$ cat src/rtl/filter_pkg.sv
// Shared parameters and FSM encoding for the packet filter IP.
package filter_pkg;
  localparam int TAG_WIDTH            = 6;
  localparam int CIRCULAR_BUFFER_SIZE = 50;
  localparam int DATA_WIDTH           = 64;
  localparam int N_CORES              = 4;
  localparam int MAX_TDATA_PER_PACKET = 375;

  typedef enum logic [1:0] {
    ST_IDLE   = 2'd0,
    ST_STREAM = 2'd1,
    ST_DRAIN  = 2'd2
  } fwd_state_t;
endpackage

$ cat src/rtl/rr_arbiter.sv
// Combinational round-robin arbiter: first request at or above the pointer, wrapping.
module rr_arbiter #(
  parameter int N  = 4,
  parameter int IW = $clog2(N)
) (
  input  logic [N-1:0]  i_req,
  input  logic [IW-1:0] i_ptr,
  output logic [N-1:0]  o_grant,
  output logic [IW-1:0] o_grant_idx,
  output logic          o_grant_valid
);
  logic [IW:0]   w_sum;
  logic [IW-1:0] w_cand;

  // i_ptr is always < N, so ptr+i never exceeds 2N-2 and one subtraction wraps it.
  always_comb begin
    o_grant       = '0;
    o_grant_idx   = '0;
    o_grant_valid = 1'b0;
    w_sum         = '0;
    w_cand        = '0;
    for (int i = 0; i < N; i++) begin
      w_sum  = {1'b0, i_ptr} + (IW+1)'(i);
      w_cand = (w_sum >= (IW+1)'(N)) ? IW'(w_sum - (IW+1)'(N)) : w_sum[IW-1:0];
      if (!o_grant_valid && i_req[w_cand]) begin
        o_grant_valid   = 1'b1;
        o_grant_idx     = w_cand;
        o_grant[w_cand] = 1'b1;
      end
    end
  end
endmodule

$ cat src/rtl/packet_forwarder.sv
// Ingress stage: tags each packet, fans beats out to the circular buffer and one
// round-robin selected core, and throttles when every buffer slot is in flight.
//
// Handshake: a beat moves on a sink only when that sink's VALID and READY are both
// high at the rising edge; VALID never depends on the same sink's READY, and both
// sinks take a beat in exactly the same cycle.
module packet_forwarder
  import filter_pkg::*;
#(
  parameter int TAG_WIDTH_P            = TAG_WIDTH,
  parameter int CIRCULAR_BUFFER_SIZE_P = CIRCULAR_BUFFER_SIZE,
  parameter int DATA_WIDTH_P           = DATA_WIDTH,
  parameter int N_CORES_P              = N_CORES,
  parameter int MAX_TDATA_PER_PACKET_P = MAX_TDATA_PER_PACKET
) (
  input  logic                         clk,
  input  logic                         rst_n,
  input  logic [DATA_WIDTH_P-1:0]      in_TDATA,
  input  logic                         in_TLAST,
  input  logic                         in_TVALID,
  output logic                         in_TREADY,
  output logic [DATA_WIDTH_P-1:0]      buffer_TDATA,
  output logic                         buffer_TLAST,
  output logic                         buffer_TVALID,
  input  logic                         buffer_TREADY,
  output logic [TAG_WIDTH_P-1:0]       reorder_tag_in,
  output logic [DATA_WIDTH_P-1:0]      core_TDATA,
  output logic                         core_TLAST,
  output logic [N_CORES_P-1:0]         core_TVALID,
  input  logic [N_CORES_P-1:0]         core_TREADY,
  input  logic [N_CORES_P-1:0]         core_idle,
  output logic [TAG_WIDTH_P-1:0]       core_tag,
  output logic                         tag_alloc_valid,
  output logic [TAG_WIDTH_P-1:0]       tag_alloc,
  output logic [$clog2(N_CORES_P)-1:0] tag_alloc_core,
  input  logic                         tag_release,
  output logic [1:0]                   o_dbg_state
);
  localparam int CW = $clog2(N_CORES_P);
  localparam int OW = $clog2(CIRCULAR_BUFFER_SIZE_P + 1);
  localparam int BW = $clog2(MAX_TDATA_PER_PACKET_P + 1);
  localparam logic [TAG_WIDTH_P-1:0] TAG_LAST  = TAG_WIDTH_P'(CIRCULAR_BUFFER_SIZE_P - 1);
  localparam logic [OW-1:0]          OUT_FULL  = OW'(CIRCULAR_BUFFER_SIZE_P);
  localparam logic [BW-1:0]          BEAT_LAST = BW'(MAX_TDATA_PER_PACKET_P - 1);
  localparam logic [CW-1:0]          CORE_LAST = CW'(N_CORES_P - 1);

  fwd_state_t             r_state;
  logic [TAG_WIDTH_P-1:0] r_tag_ptr;
  logic [TAG_WIDTH_P-1:0] r_tag;
  logic [OW-1:0]          r_outstanding;
  logic [CW-1:0]          r_rr_ptr;
  logic [BW-1:0]          r_beat_cnt;
  logic [CW-1:0]          r_sel;
  logic                   r_alloc_valid;
  logic [TAG_WIDTH_P-1:0] r_alloc_tag;
  logic [CW-1:0]          r_alloc_core;

  logic [N_CORES_P-1:0] w_grant;
  logic [CW-1:0]        w_grant_idx;
  logic                 w_grant_valid;
  logic                 w_start;
  logic                 w_accept;
  logic                 w_last_out;
  logic                 w_sel_ready;

  rr_arbiter #(.N(N_CORES_P), .IW(CW)) u_rr_arbiter (
    .i_req         (core_idle),
    .i_ptr         (r_rr_ptr),
    .o_grant       (w_grant),
    .o_grant_idx   (w_grant_idx),
    .o_grant_valid (w_grant_valid)
  );

  assign w_sel_ready = core_TREADY[r_sel];
  assign w_start     = (r_state == ST_IDLE) && in_TVALID &&
                       (r_outstanding < OUT_FULL) && w_grant_valid;
  assign w_accept    = (r_state == ST_STREAM) && in_TVALID && in_TREADY;
  assign w_last_out  = in_TLAST || (r_beat_cnt == BEAT_LAST);

  // Data and TLAST are gated outside STREAM so idle/reset outputs read as zero.
  always_comb begin
    in_TREADY     = 1'b0;
    buffer_TVALID = 1'b0;
    buffer_TDATA  = '0;
    buffer_TLAST  = 1'b0;
    core_TVALID   = '0;
    core_TDATA    = '0;
    core_TLAST    = 1'b0;
    if (r_state == ST_STREAM) begin
      in_TREADY          = buffer_TREADY && w_sel_ready;
      buffer_TVALID      = in_TVALID && w_sel_ready;
      core_TVALID[r_sel] = in_TVALID && buffer_TREADY;
      buffer_TDATA       = in_TDATA;
      core_TDATA         = in_TDATA;
      buffer_TLAST       = w_last_out;
      core_TLAST         = w_last_out;
    end else if (r_state == ST_DRAIN) begin
      in_TREADY = 1'b1;
    end
  end

  assign reorder_tag_in  = r_tag;
  assign core_tag        = r_tag;
  assign tag_alloc_valid = r_alloc_valid;
  assign tag_alloc       = r_alloc_tag;
  assign tag_alloc_core  = r_alloc_core;
  assign o_dbg_state     = r_state;

  always_ff @(posedge clk) begin
    if (!rst_n) begin
      r_state       <= ST_IDLE;
      r_tag_ptr     <= '0;
      r_tag         <= '0;
      r_outstanding <= '0;
      r_rr_ptr      <= '0;
      r_beat_cnt    <= '0;
      r_sel         <= '0;
      r_alloc_valid <= 1'b0;
      r_alloc_tag   <= '0;
      r_alloc_core  <= '0;
    end else begin
      r_alloc_valid <= 1'b0;
      case (r_state)
        ST_IDLE: begin
          if (w_start) begin
            r_sel         <= w_grant_idx;
            r_tag         <= r_tag_ptr;
            r_alloc_valid <= 1'b1;
            r_alloc_tag   <= r_tag_ptr;
            r_alloc_core  <= w_grant_idx;
            r_state       <= ST_STREAM;
          end
        end
        ST_STREAM: begin
          if (w_accept) begin
            if (w_last_out) begin
              r_tag_ptr  <= (r_tag_ptr == TAG_LAST) ? '0 : r_tag_ptr + 1'b1;
              r_rr_ptr   <= (r_sel == CORE_LAST) ? '0 : r_sel + 1'b1;
              r_beat_cnt <= '0;
              r_state    <= in_TLAST ? ST_IDLE : ST_DRAIN;
            end else begin
              r_beat_cnt <= r_beat_cnt + 1'b1;
            end
          end
        end
        ST_DRAIN: begin
          if (in_TVALID && in_TLAST) r_state <= ST_IDLE;
        end
        default: r_state <= ST_IDLE;
      endcase

      // A slot is held from allocation until the buffer side retires it.
      if (w_start && !tag_release) begin
        r_outstanding <= r_outstanding + 1'b1;
      end else if (!w_start && tag_release && (r_outstanding != '0)) begin
        r_outstanding <= r_outstanding - 1'b1;
      end
    end
  end
endmodule

$ cat config.mk
export PLATFORM = sky130hd
export DESIGN_NAME = packet_forwarder
export DESIGN_NICKNAME = d
export VERILOG_FILES = /design/src/rtl/filter_pkg.sv /design/src/rtl/rr_arbiter.sv /design/src/rtl/packet_forwarder.sv
export SDC_FILE = /design/constraint.sdc
export NUM_CORES = 1
export LEC_CHECK = 0
export ABC_AREA = 1
export CAP_MARGIN = 20
export CELL_PAD_IN_SITES_DETAIL_PLACEMENT = 1
export CELL_PAD_IN_SITES_GLOBAL_PLACEMENT = 2
export CORE_MARGIN = 5
export CORE_UTILIZATION = 30
export DETAILED_ROUTE_END_ITERATION = 10
export DONT_BUFFER_PORTS = 1
export GPL_TIMING_DRIVEN = 0
export PLACE_DENSITY_LB_ADDON = 0.1
export SKIP_CTS_REPAIR_TIMING = 1
export SYNTH_ARGS = -nofsm -noshare
export SYNTH_HDL_FRONTEND = slang
export SYNTH_SLANG_ARGS = --single-unit
$ cat constraint.sdc
create_clock -name clk -period 3.3 [get_ports clk]
set_input_delay 0.495 -clock clk [delete_from_list [all_inputs] [get_ports clk]]
set_output_delay 0.495 -clock clk [all_outputs]
set_load 0.02 [all_outputs]
After elaboration in Yosys (flattened, before gate mapping)
Cells that the tools add are included.
{ "word_totals": {"reg_bits": 34, "latchBits": 0, "ram_bits": 0, "mem_bits_ro": 0, "inputBits": 78, "out_inout_bits": 159, "word_cells": 113, "n_memories": 0} }
{ "classes": {"addsub": 12, "multipliers": 0, "n_div": 0, "order_cmp": 11, "eq_ne": 9, "n_shift": 0, "mux": 42, "bitwise_logic": 1, "n_reduce_logical": 30} }
{ "op_table": {"columns": ["op", "count"], "rows": [
  ["64-bit 2-to-1 mux", 1],
  ["2-bit 2-to-1 mux", 14],
  ["6-bit 2-to-1 mux", 3],
  ["1-bit logical AND", 16],
  ["2-bit by 3-bit less-than comparator with 1-bit output, second input constant", 5],
  ["1-bit 2-to-1 mux", 15],
  ["6-bit by 1-bit adder with 6-bit output, second input constant", 2],
  ["1-bit binary-select mux with 2-bit select", 5],
  ["9-bit by 1-bit adder with 9-bit output, second input constant", 1],
  ["9-bit equality test, second input constant", 1],
  ["3-bit greater-or-equal comparator, second input constant", 3],
  ["9-bit 2-to-1 mux", 1],
  ["2-bit by 1-bit subtractor with 2-bit output, second input constant", 4],
  ["2-bit by 2-bit adder with 3-bit output, second input constant", 2],
  ["6-bit equality test, second input constant", 1],
  ["6-bit less-than comparator, second input constant", 1],
  ["2-bit inequality test, second input constant", 3],
  ["2-bit case mux with 3 select lines", 1],
  ["2-bit AND reduction", 3],
  ["6-bit nonzero test", 1],
  ["6-bit by 1-bit subtractor with 6-bit output, second input constant", 1],
  ["1-bit zero test", 5],
  ["4-bit bitwise AND", 1],
  ["2-bit equality test, second input constant", 2],
  ["13 further kinds", 13]
]} }

Logic depth before layout (Yosys ltp)
Gate-level depths: netlist of the first run.
{ "depth": {"word_depth": 20, "ltp_mapped": 20, "mapped_depth_nobuf": 19} }

Modules after synthesis
A second synthesis of the first run with hierarchy kept.
{ "unflattened": {"hier_cells": 564, "hier_area_um2": 3495.9} }
{ "modules_own_cells": {"columns": ["module", "instances", "cells_per_inst", "area_per_inst_um2", "seq_area_each_um2"], "rows": [
  ["packet_forwarder", 1, 490, 3055.4, 680.7],
  ["rr_arbiter", 1, 74, 440.4, 0.0]
]} }

Worst setup path before layout of the first run
No wires, ideal clock.
{ "synth_timing": {"path_kind": "input port to flip-flop", "from": "input port core_idle[2]", "to": "register r_outstanding[5]", "setup_time_ps": 115, "arrival_time_ps": 2210, "required_time_ps": 3185, "path_slack_ps": 975, "stages": 16, "path_buffers": 0, "cell_sequence": "inv_1 > o21ai_1 > o21ai_1 > nand3_4 > nand3_4 > ha_1 > a21oi_1 > nand2_1 > nand2_1 > nand2_1 > a21oi_1 > inv_1 > nand2_1 > nand3_1 > nand2_1 > nor2_1"} }
{ "synth_between": {"elab_chain_cells": 17, "word_cells_on_any_way": 25, "classes_between": "mux (13); reduce/logical (12)"} }
{ "synth_rtl": {"columns": ["item", "line", "source"], "rows": [
  ["start, declared", "packet_forwarder.sv:31", "input logic [N_CORES_P-1:0] core_idle,"],
  ["1-bit binary-select mux with 2-bit select", "rr_arbiter.sv:25", "if (!o_grant_valid && i_req[w_cand]) begin"],
  ["1-bit 2-to-1 mux (implied by the code)", "rr_arbiter.sv:25", null],
  ["1-bit 2-to-1 mux", "rr_arbiter.sv:25", null],
  ["1-bit zero test", "rr_arbiter.sv:25", null],
  ["1-bit logical AND", "rr_arbiter.sv:25", null],
  ["1-bit 2-to-1 mux", "rr_arbiter.sv:25", null],
  ["1-bit zero test", "rr_arbiter.sv:25", null],
  ["1-bit logical AND", "rr_arbiter.sv:25", null],
  ["1-bit 2-to-1 mux", "rr_arbiter.sv:25", null],
  ["1-bit zero test", "rr_arbiter.sv:25", null],
  ["1-bit logical AND", "rr_arbiter.sv:25", null],
  ["1-bit 2-to-1 mux (*)", "rr_arbiter.sv:25", null],
  ["1-bit logical AND (*)", "packet_forwarder.sv:76", "(r_outstanding < OUT_FULL) && w_grant_valid;"],
  ["1-bit zero test", "packet_forwarder.sv:155", "end else if (!w_start && tag_release && (r_outstanding != '0)) begin"],
  ["1-bit logical AND (2 in a row)", "packet_forwarder.sv:155", null],
  ["2-bit nonzero test (no line)", null, null],
  ["end signal, assigned", "packet_forwarder.sv:154", "r_outstanding <= r_outstanding + 1'b1;"],
  ["end signal, assigned", "packet_forwarder.sv:156", "r_outstanding <= r_outstanding - 1'b1;"],
  ["end, declared", "packet_forwarder.sv:50", "logic [OW-1:0] r_outstanding;"]
]} }
Mark *: on every way between the ends. The rest lies on a longest branch, timed or not. The select of a mux whose other input is x is not followed.
A chain may end at the register's enable or synchronous reset.

Final worst setup path of the first run
{ "layout_timing": {"from": "register r_state[1], in the netlist o_dbg_state[1]", "to": "output port core_TDATA[43]"} }
{ "layout_between": {"elab_chain_cells": 2} }
{ "layout_rtl": {"columns": ["item", "line", "source"], "rows": [
  ["start, declared", "packet_forwarder.sv:47", "fwd_state_t r_state;"],
  ["start signal, assigned", "packet_forwarder.sv:140", "r_state <= in_TLAST ? ST_IDLE : ST_DRAIN;"],
  ["2-bit by 1-bit equality test with 1-bit output", "packet_forwarder.sv:89", "if (r_state == ST_STREAM) begin"],
  ["64-bit 2-to-1 mux", null, null],
  ["end, declared", "packet_forwarder.sv:27", "output logic [DATA_WIDTH_P-1:0] core_TDATA,"]
]} }
Every way passes these cells.

==> results of run 1 <==
-- cell usage in the layout, fill, tap and decap left out, types with 4 or more instances in the layout --
master,n
nand2_2,7
o21ai_0,14
clkbuf_8,5
nor2_1,89
dfxtp_1,34
a21oi_1,26
nand3_1,18
xor2_1,6
nand4_1,4
nor3_1,8
ha_1,12
buf_4,77
inv_1,98
clkbuf_1,10
nand2_1,74
inv_2,6
-- cell type report --
type	count	area share (%)
sequential	34	19.3
tap	140	4.96
buffer	87	17.9
multi-input combinational	289	43.3
clock inverter	1	0.851
clock buffer	7	2.16
inverter	107	11.6
-- metal layers --
metal	part of all wire [%]	track usage, %	vias to the layer above
li1	-	-	1491
met1	40	18.6	1396
met2	52	28.7	113
met3	6.7	2.91	7
met4	0.57	2.53	0
met5	0	0	-
-- worst max-delay path: cells and delay by family (launching register included) --
| kind | cells | cell delay (ns) |
|---|---|---|
| and+or+nand+nor | 2 | 0.42 |
| buffers and inverters | 4 | 1.08 |
| DFF | 1 | 0.50 |
-- cell families (layout without fill, tap and decap cells) --
kind of cell               Yosys count  after routing  synth area share, %
AOI/OAI and AO/OA                   54             54                 9.40
xor gates and xnor gates             7              7                 1.89
adders and majority gates           13             13                 5.24
buffers and inverters              194            202                 32.0
DFF                                 34             34                 21.0
and+or+nand+nor                    215            215                 30.5
-- sequential cells by signal, indices dropped and copies added, names as in the netlist --
register,count
tag_alloc_valid,1
r_beat_cnt,9
r_tag_ptr,6
tag_alloc,6
r_rr_ptr,2
r_outstanding,6
tag_alloc_core,2
o_dbg_state,2
-- power breakdown --
group	switching [mW]	total, mW	internal [mW]
clock	0.157	0.383	0.226
combinational	0.531	0.793	0.262
sequential	0.0712	0.525	0.454
-- stage by stage --
stage	utilization [%]	instance area [sq um]	setup WS (ns)	power (mW)	hold slack (ns)
3_3_place_gp	31.9	3420	0.678	1.33	0.454
6_report	32.8	3530	0.502	1.70	0.341
5_1_grt	32.8	3530	0.248	1.82	0.367
2_1_floorplan	-	3250	0.975	1.20	0.445
4_1_cts	32.8	3530	0.428	1.73	0.337
3_5_place_dp	31.9	3420	0.631	1.34	0.471
-- how the worst min path moves through the flow --
| stage | endpoint | slack, ns | depth (start not counted) |
|---|---|---|---|
| finish | tag_alloc[5] | 0.34 | 2 |
| global route | tag_alloc[5] | 0.37 | 2 |
| CTS | tag_alloc[5] | 0.34 | 2 |
| detailed placement | r_tag_ptr[4] | 0.47 | 2 |
| global placement | r_tag_ptr[4] | 0.45 | 2 |
| floorplan | r_tag_ptr[4] | 0.44 | 2 |
==> flow_metrics.tcl, run 1 <==
set metrics [dict create \
    grt_overflow 0 \
    root_buffer "clkbuf_8" \
    finalHoldViolCount 0 \
    die_y_microns 114 \
    synthTopCellsByCount "98 x inv_1, 89 x nor2_1, 77 x buf_4, 74 x nand2_1, 34 x dfxtp_1" \
    grt_pass1_wl_mm 16.0 \
    synth_area_sq_um 3250 \
    endpoint "core_TDATA[43]" \
    arrival_ns 2.30 \
    min_path_type "in2reg" \
    die-width_microns 114 \
    avgViaCountPerCell 4.52 \
    cts_buffer_depth 2 \
    min-delay-start "rst_n" \
    synthFlopType "dfxtp_1" \
    drtAntennaViolNets 0 \
    drt_wl_total_mm 11.1 \
    coreArea_sq_um 10700 \
    critPathKind "reg2out" \
    reg2reg_depth 15 \
    worstReg2RegEnd "r_outstanding[5]" \
    ir_drop_v 0.000206 \
    rrSetupSlack_ns 0.68 \
    cts_tree "done" \
    tightest_slew_ns 0.866 \
    seq_area_frac_synth_pct 21.0 \
    drt_iter0_markers 77 \
    dr.pass1.iters 4 \
    cap_violations 0 \
    slew_violations 0 \
    grt_max_degree 12 \
    via_count 3007 \
    worstReg2RegStart "r_outstanding[1]" \
    synth_cells 517 \
    synthArstFlopShare_pct 0 \
    antenna_cells 0 \
    rows 38 \
    remaining_drc_errors 0 \
    skew_ns 0.00750 \
    endpoint_kind "output pin" \
    hpwl_mm 9.70 \
    ys.warnings.count 0 \
    cts_made_buffers 5 \
    path_cells "inv_2 > nand2_2 > clkbuf_1 > clkbuf_1 > nor2_1 > buf_4" \
    powerDensity_nw_per_um2 482 \
    critPathMaxStageDelay_ns 0.50 \
    multi_input_area_sq_um 1530 \
    insertion_delay_ns 0.28 \
    placed_cells 657 \
    rsz0062_at_grt "no" \
    htree_levels 2 \
    critical_path_required_ns 2.80 \
    wire_per_inst_microns 16.7 \
    nNetsFinal 615 \
    max-slew-margin-rel_pct 41.8 \
    leakage_nw 1.86 \
    portBuffers 0 \
    synth-edff-count 0 \
    worstSetupStartpointType "flip-flop" \
    setup_violations 0 \
    antenna_found_initial 0 \
    nFillCells 1408 \
    cp_max_fo 10 \
    status "completed" \
    avgSynthCellArea_sq_um 6.28 \
    yosysMostFrequentCell "inv_1" \
    ys_seq_elements 34 \
    place_congestion 0.805 \
    final_cells 665 \
    ys_types 40 \
    crit_slowest_cell "dfxtp_1" \
    drive_above_1_share_pct 22.7 \
    cts_sinks 34 \
    setup_tns_ns 0 \
    dieArea_sq_um 13000 \
    yosys.area.top_type "dfxtp_1" \
    grt_pass1_vias 3068 \
    syn_nets 608 \
    startpoint "o_dbg_state[1]" \
    final_min_period_over_clock_period_pct 84.8 \
    crit_path_frequent_cell "clkbuf_1" \
    start_util_pct 30.2 \
    grt_usage_pct 15.4 \
    fmax_mhz 357 \
    clkTransAtPathRegs_ns 0.07 \
    synth_top_area_share_pct 21.0 \
    synthToLayoutAreaGrowth_pct 8.67 \
    final.min_clock_period_ns 2.80 \
    yosys-top-cells-area "dfxtp_1 21%, buf_4 18%, inv_1 11%" \
    num_io_pins 237 \
    regArea_sq_um 681 \
]
(Power assumes the default switching activity.)
==> inputs of run 2 (changes only) <==
==> constraint.sdc (replaced) <==
create_clock -name clk -period 2.6 [get_ports clk]
set_input_delay 0.39 -clock clk [delete_from_list [all_inputs] [get_ports clk]]
set_output_delay 0.39 -clock clk [all_outputs]
set_load 0.02 [all_outputs]
==> flow_metrics.tcl, run 2 (same netlist as run 1, synthesis figures left out) <==
set metrics [dict create \
    nNetsFinal 624 \
    largest_register_ffs 9 \
    leakage_nw 1.91 \
    dr.pass1.iters 4 \
    worstSetupStartpointType "flip-flop" \
    finalPower_mw 2.23 \
    p_comb_share_pct 48.2 \
    holdWs_ns 0.235 \
    p_sw_share_pct 44.5 \
    cp_max_fo 10 \
    seqPwrFrac_pct 30.0 \
    grt_max_degree 12 \
    switching_power_uw 993 \
    critPathMaxStageDelay_ns 0.49 \
    min-delay-start "rst_n" \
    grt_overflow 0 \
    worstReg2RegEnd "r_outstanding[5]" \
    rows 38 \
    tightest_slew_ns 0.883 \
    cap_violations 0 \
    clkTransAtPathRegs_ns 0.07 \
    cts_tree "done" \
    start_util_pct 30.2 \
    drt_wl_total_mm 11.3 \
    rrSetupSlack_ns 0.21 \
    mostFrequentLayoutCells "98 x inv_1, 85 x buf_4, 73 x nand2_1" \
    powerDensity_nw_per_um2 606 \
    final_common_cell "inv_1" \
    fmax_mhz 399 \
    top_register "r_beat_cnt" \
    insertion_delay_ns 0.28 \
    dieArea_sq_um 13000 \
    place_ws_ns -0.0693 \
    remaining_drc_errors 0 \
    critical_path_required_ns 2.21 \
    drt_iter0_markers 87 \
    via_count 3073 \
    dpl_cell_area_sq_um 3420 \
    drive_above_1_share_pct 30.5 \
    power_frac_clock_pct 21.8 \
    portBuffers 0 \
    rsz0062_at_grt "yes" \
    hold_end "tag_alloc[5]" \
    p_int_mw 1.24 \
    root_buffer "clkbuf_8" \
    status "completed" \
    cts_made_buffers 5 \
    die-width_microns 114 \
    cts_sinks 34 \
    htree_levels 2 \
    setup_violations 0 \
    grt_usage_pct 15.4 \
    grt_pass1_vias 3068 \
    hpwl_mm 9.70 \
    worst_slack_ns 0.0928 \
    min_path_type "in2reg" \
    worstReg2RegStart "r_rr_ptr[0]" \
    num_io_pins 237 \
    place_congestion 0.805 \
    slew_violations 0 \
    arrival_ns 2.12 \
    nFillCells 1398 \
    final_min_period_over_clock_period_pct 96.4 \
    fin_area_sq_um 3690 \
    path_cells "nand2_2 > clkbuf_2 > clkbuf_2 > nor2_1 > buf_4" \
    crit_slowest_cell "dfxtp_1" \
    drtAntennaViolNets 0 \
    reg2reg_depth 18 \
    ir_drop_v 0.000262 \
    skew_ns 0.00664 \
    avgViaCountPerCell 4.56 \
    coreArea_sq_um 10700 \
    max-slew-margin-rel_pct 40.5 \
    crit_path_frequent_cell "clkbuf_2" \
    hold_depth 2 \
    wire_per_inst_microns 16.8 \
    antenna_cells 0 \
    die_y_microns 114 \
    endpoint_kind "output pin" \
    final.min_clock_period_ns 2.51 \
    critPathKind "reg2out" \
    synthToLayoutAreaGrowth_pct 13.5 \
    antenna_found_initial 0 \
    cts_buffer_depth 2 \
    finalHoldViolCount 0 \
    grt_pass1_wl_mm 16.0 \
]
-- run 2: worst max-delay path: cells and delay by family, from the launching register on --
| family | cells | cell delay [ns] |
|---|---|---|
| buf+inv | 3 | 0.72 |
| flops | 1 | 0.49 |
| simple gates | 2 | 0.61 |
-- run 2: how the worst max path moves through the flow --
| stage | from | endpoint | slack [ns] | cells past startpoint |
|---|---|---|---|---|
| after global placement | r_outstanding[1] | r_outstanding[5] | -0.02 | 15 |
| after detailed placement | r_outstanding[1] | r_outstanding[5] | -0.07 | 15 |
| after CTS | o_dbg_state[1] | core_TDATA[43] | -0.17 | 6 |
| after global routing | o_dbg_state[0] | core_TDATA[48] | -0.07 | 5 |
| after floorplan | r_outstanding[1] | r_outstanding[5] | 0.29 | 15 |
| final | o_dbg_state[0] | core_TDATA[45] | 0.09 | 5 |
-- run 2: layer usage --
layer / share of wire [%] / wire length, microns / GRT usage, %
met1: 39 / 4480 / 18.6
met2: 53 / 5990 / 28.7
met3: 7.1 / 801 / 2.91
met4: 0.70 / 80 / 2.53
met5: 0 / 0 / 0
-- run 2: final cells by class --
| cell class | count | area, sq um | share of cell area (%) |
|---|---|---|---|
| buffer | 87 | 636 | 17.2 |
| inverter | 107 | 409 | 11.1 |
| sequential | 34 | 683 | 18.5 |
| tap | 140 | 175 | 4.75 |
| timing repair buffer | 9 | 65.1 | 1.76 |
| clock inverter | 1 | 30.0 | 0.814 |
| clock buffer | 7 | 76.3 | 2.07 |
| multi-input combinational | 289 | 1610 | 43.7 |
-- run 2: power by group through the flow --
| stage | sequential [mW] | combinational, mW | clock, mW |
|---|---|---|---|
| floorplan | 0.658 | 0.866 | 0 |
| global placement | 0.677 | 1.01 | 0 |
| detailed placement | 0.681 | 1.02 | 0 |
| CTS | 0.669 | 1.02 | 0.507 |
| global route | 0.684 | 1.18 | 0.525 |
| finish | 0.670 | 1.08 | 0.486 |
-- run 2: metrics by stage --
| stage | util [%] | TNS (ns) | std cells |
|---|---|---|---|
| 3_5_place_dp | 31.9 | -0.0693 | 657 |
| 6_report | 34.3 | 0 | 674 |
| 3_3_place_gp | 31.9 | -0.0220 | 657 |
| 5_1_grt | 34.3 | -0.274 | 674 |
| 4_1_cts | 32.8 | -3.79 | 665 |
| 2_1_floorplan | - | 0 | 517 |
==> inputs of run 3 (changes only) <==
--- a/config.mk
+++ b/config.mk
@@ -10,7 +10,8 @@
 export CELL_PAD_IN_SITES_DETAIL_PLACEMENT = 1
 export CELL_PAD_IN_SITES_GLOBAL_PLACEMENT = 2
 export CORE_MARGIN = 5
-export CORE_UTILIZATION = 30
+export CORE_UTILIZATION = 27
+export CTS_BUF_LIST = sky130_fd_sc_hd__clkbuf_4 sky130_fd_sc_hd__clkbuf_8 sky130_fd_sc_hd__clkbuf_16
 export DETAILED_ROUTE_END_ITERATION = 10
 export DONT_BUFFER_PORTS = 1
 export GPL_TIMING_DRIVEN = 0
==> constraint.sdc (replaced) <==
create_clock -name clk -period 2.15 [get_ports clk]
set_input_delay 0.3225 -clock clk [delete_from_list [all_inputs] [get_ports clk]]
set_output_delay 0.3225 -clock clk [all_outputs]
set_load 0.02 [all_outputs]
==> flow_metrics.tcl, run 3 (same netlist as run 1, synthesis figures left out) <==
set metrics [dict create \
    cap_violations 0 \
    die-width_microns 120 \
    crit_path_frequent_cell "nand2_2" \
    setup_violations 2 \
    cts_buffer_depth 2 \
    slew_violations 0 \
    rsz0062_at_grt "yes" \
    critical_path_required_ns 2.32 \
    via_count 3093 \
    grt_max_degree 12 \
    path_cells "buf_6 > inv_8 > nand2_2 > nand2_2 > nand2_1 > and2_4 > nand3_4 > nand3_4 > ha_4 > a21oi_2 > nand2_2 > nand2_2 > nand2_2 > a21oi_4 > inv_2 > nand2_2 > nand3_2 > nand2_1 > nor2_1" \
    max-slew-margin-rel_pct 63.9 \
    remaining_drc_errors 0 \
    place_congestion 0.835 \
    final_core_util_pct 35.1 \
    worstSetupStartpointType "flip-flop" \
    globalRoute.busiestLayer "met2" \
    crit_slowest_cell "dfxtp_2" \
    multi_input_area_sq_um 1990 \
    hold_end "r_rr_ptr[1]" \
    regArea_sq_um 696 \
    cts_tree "done" \
    worst-path-buf-inv 3 \
    largest_register_ffs 9 \
    wire_per_inst_microns 17.2 \
    cts_sinks 34 \
    drt_wl_total_mm 11.8 \
    final_common_cell "inv_1" \
    htree_levels 2 \
    status "finished, violations left" \
    min-delay-start "rst_n" \
    nFillCells 1498 \
    portBuffers 0 \
    worstReg2RegStart "r_rr_ptr[0]" \
    avgViaCountPerCell 4.52 \
    cts_made_buffers 5 \
    die_y_microns 120 \
    drt_iter0_markers 68 \
    grt_pass1_vias 3126 \
    worst_slack_ns -0.152 \
    grt_pass1_wl_mm 17.3 \
    critPathMaxStageDelay_ns 0.32 \
    clkTransAtPathRegs_ns 0.05 \
    coreArea_sq_um 11900 \
    grtUsageMet2_pct 27.9 \
    ir_drop_v 0.000432 \
    arrival_ns 2.47 \
    tightest_slew_ns 0.540 \
    final.min_clock_period_ns 2.30 \
    hpwl_mm 9.87 \
    failed_checks "negative setup slack" \
    min_path_type "in2reg" \
    synthToLayoutAreaGrowth_pct 28.7 \
    met1_usage_pct 17.4 \
    critPathTopFamily "simple AND/OR/NAND/NOR gates" \
    endpoint_kind "flip-flop" \
    insertion_delay_ns 0.28 \
    fmax_mhz 434 \
    dieArea_sq_um 14300 \
    hold_depth 2 \
    finalHoldViolCount 0 \
    reg2reg_depth 19 \
    antenna_found_initial 0 \
    rows 40 \
    drive_above_1_share_pct 44.7 \
    use_met3_pct 3.72 \
    rrSetupSlack_ns -0.15 \
    dr.pass1.iters 4 \
    grt_usage_pct 15.1 \
    mostFrequentLayoutCells "97 x inv_1, 89 x buf_4, 62 x nand2_1" \
    place_ws_ns -0.319 \
    skew_ns 0.00613 \
    powerDensity_nw_per_um2 740 \
    grt_overflow 0 \
    critPathKind "reg2reg" \
    cp_max_fo 8 \
    drtAntennaViolNets 0 \
    top_register "r_beat_cnt" \
    antenna_cells 0 \
    start_util_pct 27.3 \
    nNetsFinal 627 \
    finalPower_mw 3.09 \
    worstReg2RegEnd "r_outstanding[5]" \
    num_io_pins 237 \
    leakage_nw 1.98 \
    root_buffer "clkbuf_16" \
    final_min_period_over_clock_period_pct 107 \
]
-- run 3: cell count changes in the layout (fill, tap and decap cells not counted), sizes merged --
cell,before,now
clkbuf,15,11
clkinv,1,2
buf,88,95
bufinv,1,0
-- run 3: routing by layer --
layer  up-vias  share of wire, %
met4         0               1.3
li1       1517                 -
met1      1444                38
met5         -                 0
met2       119                53
met3        13               7.3
-- run 3: how the worst max path moves through the flow --
stage | from | slack, ns | depth (start not counted) | to
6_report | r_rr_ptr[0] | -0.15 | 19 | r_outstanding[5]
5_1_grt | r_rr_ptr[0] | -0.35 | 20 | r_outstanding[5]
4_1_cts | o_dbg_state[1] | -0.53 | 6 | core_TDATA[36]
3_5_place_dp | r_rr_ptr[0] | -0.32 | 20 | r_outstanding[5]
3_3_place_gp | r_rr_ptr[0] | -0.28 | 20 | r_outstanding[5]
2_1_floorplan | r_rr_ptr[0] | -0.02 | 20 | r_outstanding[5]
-- run 3: cell type report --
type                       count  area share (%)
timing repair buffer          12            2.10
sequential                    34            16.6
clock buffer                   7            3.50
buffer                        87            15.8
multi-input combinational    289            47.6
inverter                     107            9.85
clock inverter                 1           0.120
tap                          147            4.40
-- run 3: stage by stage --
stage                     area, sq um  setup TNS, ns  hold WS, ns  cells
after floorplan                  3290        -0.0227        0.445    517
after global placement           3470          -5.71        0.456    664
final                            4180         -0.284        0.183    684
after CTS                        3620         -30.36        0.181    672
after detailed placement         3470          -6.06        0.460    664
after global routing             4180         -0.833        0.189    684
-- run 3: power by group --
| group | internal [mW] | leakage, nW | switching [mW] |
|---|---|---|---|
| logic | 0.565 | 1.62 | 0.961 |
| clock network | 0.472 | 0.0773 | 0.264 |
| registers | 0.699 | 0.281 | 0.133 |
